### config.mk
export PLATFORM = sky130hd
export DESIGN_NAME = ctrl_anasymod_sched
export DESIGN_NICKNAME = d
export VERILOG_FILES = /design/src/rtl/anasymod_sched_pkg.sv /design/src/rtl/anasymod_cmd_fifo.sv /design/src/rtl/ctrl_anasymod_sched.sv
export SDC_FILE = /design/constraint.sdc
export NUM_CORES = 1
export LEC_CHECK = 0
export CAP_MARGIN = 5
export CORE_MARGIN = 2
export CORE_UTILIZATION = 63
export CTS_CLUSTER_SIZE = 8
export DETAILED_ROUTE_END_ITERATION = 7
export PLACE_DENSITY = 0.94
export SETUP_SLACK_MARGIN = 0.02
export SLEW_MARGIN = 20
export SYNTH_ARGS = -nofsm -noshare
export SYNTH_HDL_FRONTEND = slang
export SYNTH_SLANG_ARGS = --single-unit
### constraint.sdc
create_clock -name emu_clk -period 8.9 [get_ports emu_clk]
set_input_delay 0.89 -clock emu_clk [delete_from_list [all_inputs] [get_ports emu_clk]]
set_output_delay 0.89 -clock emu_clk [all_outputs]
set_load 0.03 [all_outputs]
### src/rtl/anasymod_sched_pkg.sv
// Shared types for the emulator time-step scheduler: command modes, FSM states
// and the queued command record.
package anasymod_sched_pkg;

  // Width of the command payload carried through the queue; the top's
  // TIME_WIDTH parameter defaults to this and must be kept equal to it.
  localparam int SCHED_TIME_W = 40;

  typedef enum logic [1:0] {
    FREE    = 2'b00,
    STALL   = 2'b01,
    RUN_TO  = 2'b10,
    RUN_FOR = 2'b11
  } sched_mode_e;

  typedef enum logic [1:0] {
    IDLE = 2'b00,
    LOAD = 2'b01,
    RUN  = 2'b10
  } sched_state_e;

  typedef struct packed {
    sched_mode_e             mode;
    logic [SCHED_TIME_W-1:0] data;
  } sched_cmd_t;

endpackage

### src/rtl/anasymod_cmd_fifo.sv
// DEPTH-entry synchronous command queue with occupancy count and a flush
// that discards everything, including a push in the same cycle.
module anasymod_cmd_fifo
  import anasymod_sched_pkg::*;
#(
  parameter  int DEPTH = 4,
  localparam int AW    = $clog2(DEPTH),
  localparam int LW    = AW + 1
) (
  input  logic          emu_clk,
  input  logic          emu_rst_n,
  input  logic          push,
  input  sched_cmd_t    push_cmd,
  input  logic          pop,
  input  logic          flush,
  output sched_cmd_t    head_cmd,
  output logic [LW-1:0] level,
  output logic          full,
  output logic          empty
);

  sched_cmd_t    mem [DEPTH];
  logic [AW-1:0] wr_ptr;
  logic [AW-1:0] rd_ptr;
  logic          push_ok;
  logic          pop_ok;

  assign full     = (level == LW'(DEPTH));
  assign empty    = (level == '0);
  assign push_ok  = push && !full && !flush;
  assign pop_ok   = pop && !empty && !flush;
  assign head_cmd = mem[rd_ptr];

  // NOTE: payload storage is deliberately not reset; the pointers and level
  // alone decide which entries are valid, so the array stays plain RAM.
  always_ff @(posedge emu_clk) begin
    if (push_ok) mem[wr_ptr] <= push_cmd;
  end

  always_ff @(posedge emu_clk or negedge emu_rst_n) begin
    if (!emu_rst_n) begin
      wr_ptr <= '0;
      rd_ptr <= '0;
      level  <= '0;
    end else if (flush) begin
      wr_ptr <= '0;
      rd_ptr <= '0;
      level  <= '0;
    end else begin
      if (push_ok) wr_ptr <= wr_ptr + 1'b1;
      if (pop_ok)  rd_ptr <= rd_ptr + 1'b1;
      case ({push_ok, pop_ok})
        2'b10:   level <= level + 1'b1;
        2'b01:   level <= level - 1'b1;
        default: level <= level;
      endcase
    end
  end

endmodule

### src/rtl/ctrl_anasymod_sched.sv
// Emulator time-step controller: queued timing commands drive a per-cycle dt
// request and a decimation strobe. Define ANASYMOD_SCHED_FLUSH_EN for sched_flush.
module ctrl_anasymod_sched
  import anasymod_sched_pkg::*;
#(
  parameter  int TIME_WIDTH = SCHED_TIME_W,
  parameter  int DT_WIDTH   = 27,
  parameter  int DEC_WIDTH  = 24,
  parameter  int DEPTH      = 4,
  localparam int LW         = $clog2(DEPTH) + 1
) (
  input  logic                  emu_clk,
  input  logic                  emu_rst_n,
  input  logic                  cmd_valid,
  output logic                  cmd_ready,
  input  logic [1:0]            cmd_mode,
  input  logic [TIME_WIDTH-1:0] cmd_data,
  input  logic [TIME_WIDTH-1:0] emu_time,
  input  logic [DEC_WIDTH-1:0]  emu_dec_thr,
`ifdef ANASYMOD_SCHED_FLUSH_EN
  input  logic                  sched_flush,
`endif
  output logic [DT_WIDTH-1:0]   emu_dt_req,
  output logic                  emu_dec_cmp,
  output logic [1:0]            sched_state,
  output logic [LW-1:0]         sched_level,
  output logic                  sched_done
);

  localparam logic [DT_WIDTH-1:0]   DT_MAX     = '1;
  localparam logic [TIME_WIDTH:0]   DT_MAX_EXT = {{(TIME_WIDTH + 1 - DT_WIDTH){1'b0}}, DT_MAX};

  sched_state_e          state;
  sched_mode_e           cur_mode;
  logic [TIME_WIDTH-1:0] target;
  logic [TIME_WIDTH-1:0] run_for_target;
  logic [TIME_WIDTH:0]   run_for_sum;
  logic [TIME_WIDTH:0]   time_diff;
  sched_cmd_t            push_cmd;
  sched_cmd_t            head_cmd;
  logic                  fifo_full;
  logic                  fifo_empty;
  logic                  flush;
  logic                  cmd_done;
  logic                  dec_hit;
  logic [DEC_WIDTH-1:0]  dec_cnt;

`ifdef ANASYMOD_SCHED_FLUSH_EN
  assign flush = sched_flush;
`else
  assign flush = 1'b0;
`endif

  assign cmd_ready   = !fifo_full;
  assign push_cmd    = '{mode: sched_mode_e'(cmd_mode), data: cmd_data};
  assign sched_state = state;

  anasymod_cmd_fifo #(.DEPTH(DEPTH)) u_cmd_fifo (
    .emu_clk  (emu_clk),
    .emu_rst_n(emu_rst_n),
    .push     (cmd_valid),
    .push_cmd (push_cmd),
    .pop      (state == LOAD),
    .flush    (flush),
    .head_cmd (head_cmd),
    .level    (sched_level),
    .full     (fifo_full),
    .empty    (fifo_empty)
  );

  // Relative targets are computed one bit wider so an overflow saturates.
  assign run_for_sum    = {1'b0, emu_time} + {1'b0, head_cmd.data};
  assign run_for_target = run_for_sum[TIME_WIDTH] ? '1 : run_for_sum[TIME_WIDTH-1:0];
  assign time_diff      = {1'b0, target} - {1'b0, emu_time};

  // NOTE: every always_comb output gets a default first, so no path can
  // leave it unassigned and infer a latch.
  always_comb begin
    cmd_done = 1'b0;
    case (cur_mode)
      FREE, STALL: cmd_done = !fifo_empty;
      default:     cmd_done = (emu_time >= target);
    endcase
  end

  always_comb begin
    emu_dt_req = '0;
    if (state == RUN) begin
      case (cur_mode)
        FREE:    emu_dt_req = DT_MAX;
        STALL:   emu_dt_req = '0;
        default: if (target > emu_time)
                   emu_dt_req = (time_diff > DT_MAX_EXT) ? DT_MAX : time_diff[DT_WIDTH-1:0];
      endcase
    end
  end

  always_ff @(posedge emu_clk or negedge emu_rst_n) begin
    if (!emu_rst_n) begin
      state      <= IDLE;
      cur_mode   <= FREE;
      target     <= '0;
      sched_done <= 1'b0;
    end else begin
      sched_done <= 1'b0;
      if (flush) begin
        state <= IDLE;
      end else begin
        case (state)
          IDLE: if (!fifo_empty) state <= LOAD;
          LOAD: begin
            cur_mode <= head_cmd.mode;
            target   <= (head_cmd.mode == RUN_FOR) ? run_for_target : head_cmd.data;
            state    <= RUN;
          end
          RUN: if (cmd_done) begin
            if (!fifo_empty) begin
              state <= LOAD;
            end else begin
              state      <= IDLE;
              sched_done <= 1'b1;
            end
          end
          default: state <= IDLE;
        endcase
      end
    end
  end

  // Decimation only counts cycles on which time actually advances.
  assign dec_hit     = (emu_dt_req != '0) && (dec_cnt >= emu_dec_thr);
  assign emu_dec_cmp = dec_hit;

  always_ff @(posedge emu_clk or negedge emu_rst_n) begin
    if (!emu_rst_n) begin
      dec_cnt <= '0;
    end else if (emu_dt_req != '0) begin
      dec_cnt <= dec_hit ? '0 : dec_cnt + 1'b1;
    end
  end

endmodule

Yosys cells after proc, flatten, opt, wreduce, memory -nomap -nowiden. Memories as Yosys holds them, arrays and structs flattened. Cells that the tools add are included.

Output and inout bits: 35. Word-level logic and storage cells: 59. Bits in registers: 76. Input port bits: 109. Memories kept: 1. Bits in writable memories: 168.

Memory list: u_cmd_fifo.mem (words 4, width 42, read ports 1, clocked after memory_dff 0, wr ports 1, line anasymod_cmd_fifo.sv:22) `sched_cmd_t mem [DEPTH];`.

Reductions and logical operators: 12. Order comparisons: 4. Muxes and demuxes: 18. $add $sub $neg: 7. Eq/ne operators: 9.

Operator list (count): two-way mux 27 bit (3); two-way mux 40 bit (2); case mux 27 bit (2 select lines) (1); adder 40 x 40 -> 41 bit (1); > comparator 41 x 27 -> 1 bit (second input constant) (1); subtractor 40 x 40 -> 41 bit (1); >= comparator 40 bit (1); > comparator 40 bit (1); nonzero test 27 bit (1); adder 24 x 1 -> 24 bit (second input constant) (1); >= comparator 24 bit (1); two-way mux 24 bit (1); two-way mux 1 bit (7); equality test 2 x 1 -> 1 bit (second input constant) (3); equality test 2 bit (second input constant) (3); case mux 2 bit (3 select lines) (1); case mux 3 bit (2 select lines) (1); adder 2 x 1 -> 2 bit (second input constant) (2); zero test 2 bit (2); two-way mux 2 bit (2); inequality test 2 bit (second input constant) (2); adder 3 x 1 -> 3 bit (second input constant) (1); equality test 3 bit (second input constant) (1); logical AND 1 bit (3); other kinds (6) (7).

Longest topological paths before layout.
Depth in word-level cells: 9. Gate-level depth with buffers: 20. Gate-level depth less buffers: 16.

Modules after synthesis. A second synthesis with hierarchy kept.

Cells, all modules: 1509. Area total of the unflattened synthesis: 15793.9 um^2.

By module, submodules not included: ctrl_anasymod_sched (cells an instance 1225, sequential area each 1726.7 um^2, area an instance 9161.3 um^2, instances 1); anasymod_cmd_fifo (cells an instance 284, sequential area each 5220.0 um^2, area an instance 6632.6 um^2, instances 1).

Worst setup path before layout. No wires, ideal clock.

Path kind: register to register. From: register u_cmd_fifo.rd_ptr[0]. To: register target[0]. Stages on the path, launching flop included: 21. Slack: 3.586 ns. Arrival time: 5.182 ns. Cells stage by stage: dfrtp_1 > clkbuf_1 > clkbuf_1 > buf_1 > mux4_2 > ha_1 > inv_1 > fa_1 > nor2b_1 > o31a_1 > o311ai_0 > a31oi_1 > nor2_1 > o211ai_1 > a21o_1 > a31o_2 > a31o_2 > clkbuf_1 > clkbuf_1 > o221ai_1 > o21ai_0.

Cells in the longest elaborated chain, start to end: 4. Elaborated cells between the ends (all ways): 5.

RTL lines: start: declaration (line anasymod_cmd_fifo.sv:24) `logic [AW-1:0] rd_ptr;`; start signal: assignment (line anasymod_cmd_fifo.sv:51) `if (pop_ok) rd_ptr <= rd_ptr + 1'b1;`; memory (4 x 42 bit) (*); adder 40 x 40 -> 41 bit (line ctrl_anasymod_sched.sv:72) `assign run_for_sum = {1'b0, emu_time} + {1'b0, head_cmd.data};`; two-way mux 40 bit (line ctrl_anasymod_sched.sv:73) `assign run_for_target = run_for_sum[TIME_WIDTH] ? '1 : run_for_sum[TIME_WIDTH-1:0];`; two-way mux 40 bit (*) (line ctrl_anasymod_sched.sv:113) `target <= (head_cmd.mode == RUN_FOR) ? run_for_target : head_cmd.data;`; end signal: assignment (line ctrl_anasymod_sched.sv:113); end: declaration (line ctrl_anasymod_sched.sv:35) `logic [TIME_WIDTH-1:0] target;`.

Mark *: on every way between the ends. The rest lies on a longest branch, timed or not. A chain may end at the register's enable or synchronous reset.

Final worst setup path.
From: input port emu_time[26]. To: output port emu_dt_req[12].

Cells in the longest elaborated chain, start to end: 6. Elaborated cells between the ends (all ways): 7.

RTL lines: start: declaration (line ctrl_anasymod_sched.sv:18) `input logic [TIME_WIDTH-1:0] emu_time,`; subtractor 40 x 40 -> 41 bit (line ctrl_anasymod_sched.sv:74) `assign time_diff = {1'b0, target} - {1'b0, emu_time};`; > comparator 41 x 27 -> 1 bit (line ctrl_anasymod_sched.sv:93) `emu_dt_req = (time_diff > DT_MAX_EXT) ? DT_MAX : time_diff[DT_WIDTH-1:0];`; two-way mux 27 bit (line ctrl_anasymod_sched.sv:93); two-way mux 27 bit (*) (line ctrl_anasymod_sched.sv:92) `default: if (target > emu_time)`; case mux 27 bit (2 select lines) (*) (line ctrl_anasymod_sched.sv:89) `case (cur_mode)`; two-way mux 27 bit (*) (line ctrl_anasymod_sched.sv:88) `if (state == RUN) begin`; end: declaration (line ctrl_anasymod_sched.sv:23) `output logic [DT_WIDTH-1:0] emu_dt_req,`.

Marks and branches as above.

==> impl_metrics.env <==
export IMPL_syn_nets=1750
export IMPL_cts_made_buffers=36
export IMPL_synthCells=1528
export IMPL_globalplace_congestion=0.950
export IMPL_synthesis_area_sq_mm=0.0157
export IMPL_place_area_sq_mm=0.0174
export IMPL_synth_top_area_share_pct=32.1
export IMPL_layout_drive_gt1_share_pct=7.85
export IMPL_via_per_inst=6.78
export IMPL_leakagePower_uw=0.00736
export IMPL_regToRegEndpoint="target[9]"
export IMPL_rrSetupSlack_ps=2520
export IMPL_initial_core_util_pct=64.4
export IMPL_cp_startpoint="emu_time[26]"
export IMPL_final_cell_area_sq_mm=0.0184
export IMPL_slew_headroom_pct=27.7
export IMPL_cts_sinks=244
export IMPL_dp_slack_ps=2050
export IMPL_antenna_found_initial=0
export IMPL_grt_pass1_vias=12900
export IMPL_ys_top_cells_by_area="edfxtp_1, dfrtp_1, ha_1"
export IMPL_finalClockSkew_ps=19.4
export IMPL_ant_nets=0
export IMPL_mostFrequentLayoutCell="edfxtp_1"
export IMPL_wirelength_microns=44400
export IMPL_startpoint_type="primary input"
export IMPL_final_period_utilization_pct=77.8
export IMPL_worstRegToRegCells=14
export IMPL_grt_use_total_pct=33.6
export IMPL_ys_ff_latch=244
export IMPL_die_area_sq_mm=0.0262
export IMPL_htree_levels=2
export IMPL_end_kind="output pin"
export IMPL_post_cts_resized=0
export IMPL_cts_tree="built"
export IMPL_path_clk_slew_ps=50
export IMPL_layout_common_cells="edfxtp_1, clkdlybuf4s50_1, nand2_1"
export IMPL_cp_max_fo=21
export IMPL_wl_per_cell_microns=22.3
export IMPL_nNetsFinal=1876
export IMPL_holdWs_ps=330
export IMPL_critical_path_arrival_ps=6040
export IMPL_worst_pin_slew_ps=1080
export IMPL_hold_path_class="primary input to asynchronous set/reset pin"
export IMPL_insertion_delay_ps=520
export IMPL_grt_remaining_overflow=0
export IMPL_grt_setup_unrepaired="false"
export IMPL_dp_cells=1940
export IMPL_power_density_mw_per_mm2=383
export IMPL_clk_path_buf_depth=3
export IMPL_die_x_microns=162
export IMPL_crit_type="primary input to output pin"
export IMPL_area_growth_pct=17.3
export IMPL_cts_setup_buffers=0
export IMPL_yosys_warnings=0
export IMPL_boundaryPins=144
export IMPL_drv_cap=0
export IMPL_num_rows=57
export IMPL_critPathRequiredTime_ps=8010
export IMPL_fin_setup_tns_ps=0
export IMPL_crit_path_end="emu_dt_req[12]"
export IMPL_maxSlewViolCount=0
export IMPL_fin_crit_ps=6930
export IMPL_finalSetupViolations=0
export IMPL_first_pass_iters=8
export IMPL_grt_max_degree=77
export IMPL_syn_avg_cell_area_sq_um=10.3
export IMPL_outcome="complete, no violations"
export IMPL_root_buffer="clkbuf_16"
export IMPL_die_y_microns=162
export IMPL_ys_types=77
export IMPL_synth_top_area_cell="edfxtp_1"
export IMPL_grt_pass1_wl_microns=69700
export IMPL_coreArea_sq_mm=0.0244
export IMPL_drtIter0Drc=1803
export IMPL_dp_final_hpwl_microns=30200
export IMPL_portBuffers=143
export IMPL_synth_seq_area_share_pct=44.2
export IMPL_synth_edff_count=168
export IMPL_diodes=0
export IMPL_r2r_start="u_cmd_fifo.rd_ptr[0]"
export IMPL_synthArstFlopShare_pct=31.1
export IMPL_finalNonFillerCells=1992
export IMPL_drc=0
export IMPL_fmax_mhz=144
export IMPL_synthFlopType="edfxtp_1"
export IMPL_final_hold_violation_count=0
export IMPL_setup_slack_ps=1970
export IMPL_hold_buffers=0
export IMPL_via_count=13500
export IMPL_ir_drop_uv=272
[stage by stage]
stage,utilization (%),power [uW]
floorplan,-,4570
global placement,71.2,5470
detailed placement,71.2,5600
CTS,75.5,6950
global route,75.5,7450
finish,75.5,7060
[registers in the layout (all words and copies together), names as in the netlist]
| signal | cells |
|---|---|
| u_cmd_fifo.level | 3 |
| dec_cnt | 24 |
| sched_state | 2 |
| cur_mode | 2 |
| target | 40 |
| sched_done | 1 |
| u_cmd_fifo.wr_ptr | 2 |
| u_cmd_fifo.mem | 168 |
| u_cmd_fifo.rd_ptr | 2 |
[synthesized netlist by cell type (all sizes together) (15+ instances only)]
cell and instances:
mux4 41, o22ai 33, clkbuf 52, nand2 139, and3 24, nor3 25
nand3 42, o311ai 15, ha 110, or2 19, nor2 96, nand4 26
dfrtp 76, o21ai 102, xnor2 38, o31ai 16, inv 96, xor2 23
o21a 22, a21o 40, a21oi 107, edfxtp 168, or3 17
[cell type report]
class                   count  area (sq um)
inverters                  96           360
repair buffers            153          1500
clock inverters             3          76.3
well taps                 324           405
clock buffers              49           971
flip-flops and latches    244          6950
fillers                  1569          5970
multi-input cells        1123          8160
[kinds of logic after synthesis]
kind of cell    Yosys count  share of synthesized area (%)
compound gates          445                           18.5
xor+xnor                 61                           3.40
fa+ha+maj               113                           9.14
buf+inv                 161                           4.00
flops                   244                           44.2
mux                      49                           6.40
simple gates            455                           14.4
[layer usage]
layer	global-route usage [%]	wire length, microns	up-vias
met5	0	0	-
met4	13.6	1920	0
met3	6.18	4240	153
met2	54.3	20600	908
met1	45.3	17600	6402
li1	-	-	6051
[power by group]
part           switching [uW]  total, uW  internal [uW]  leakage [uW]
sequential                197       1730           1530       0.00249
combinational            2470       4060           1580       0.00437
clock                     493       1280            785      0.000503
total                    3160       7060           3900       0.00736
[worst max-delay path, cell delays in order]
cell and delay (ps):
clkdlybuf4s50_1 560, inv_1 70, ha_1 440, nand3_1 270, nor3_1 300, nand4_1 210, a31oi_1 340, or2_2 200
mux2i_1 90, or4_1 460, or3_1 360, nor4b_4 740, buf_4 360, a21oi_1 120, clkdlybuf4s50_1 620
[how the worst min path moves through the flow]
stage	to	slack [ps]	depth (start not counted)
after floorplan	cur_mode[0]	450	2
after global placement	cur_mode[0]	460	2
after detailed placement	cur_mode[0]	460	2
after CTS	target[0]	330	1
after global routing	target[0]	360	1
final	target[0]	330	1
Note: power is estimated with default switching activity, not from simulation.
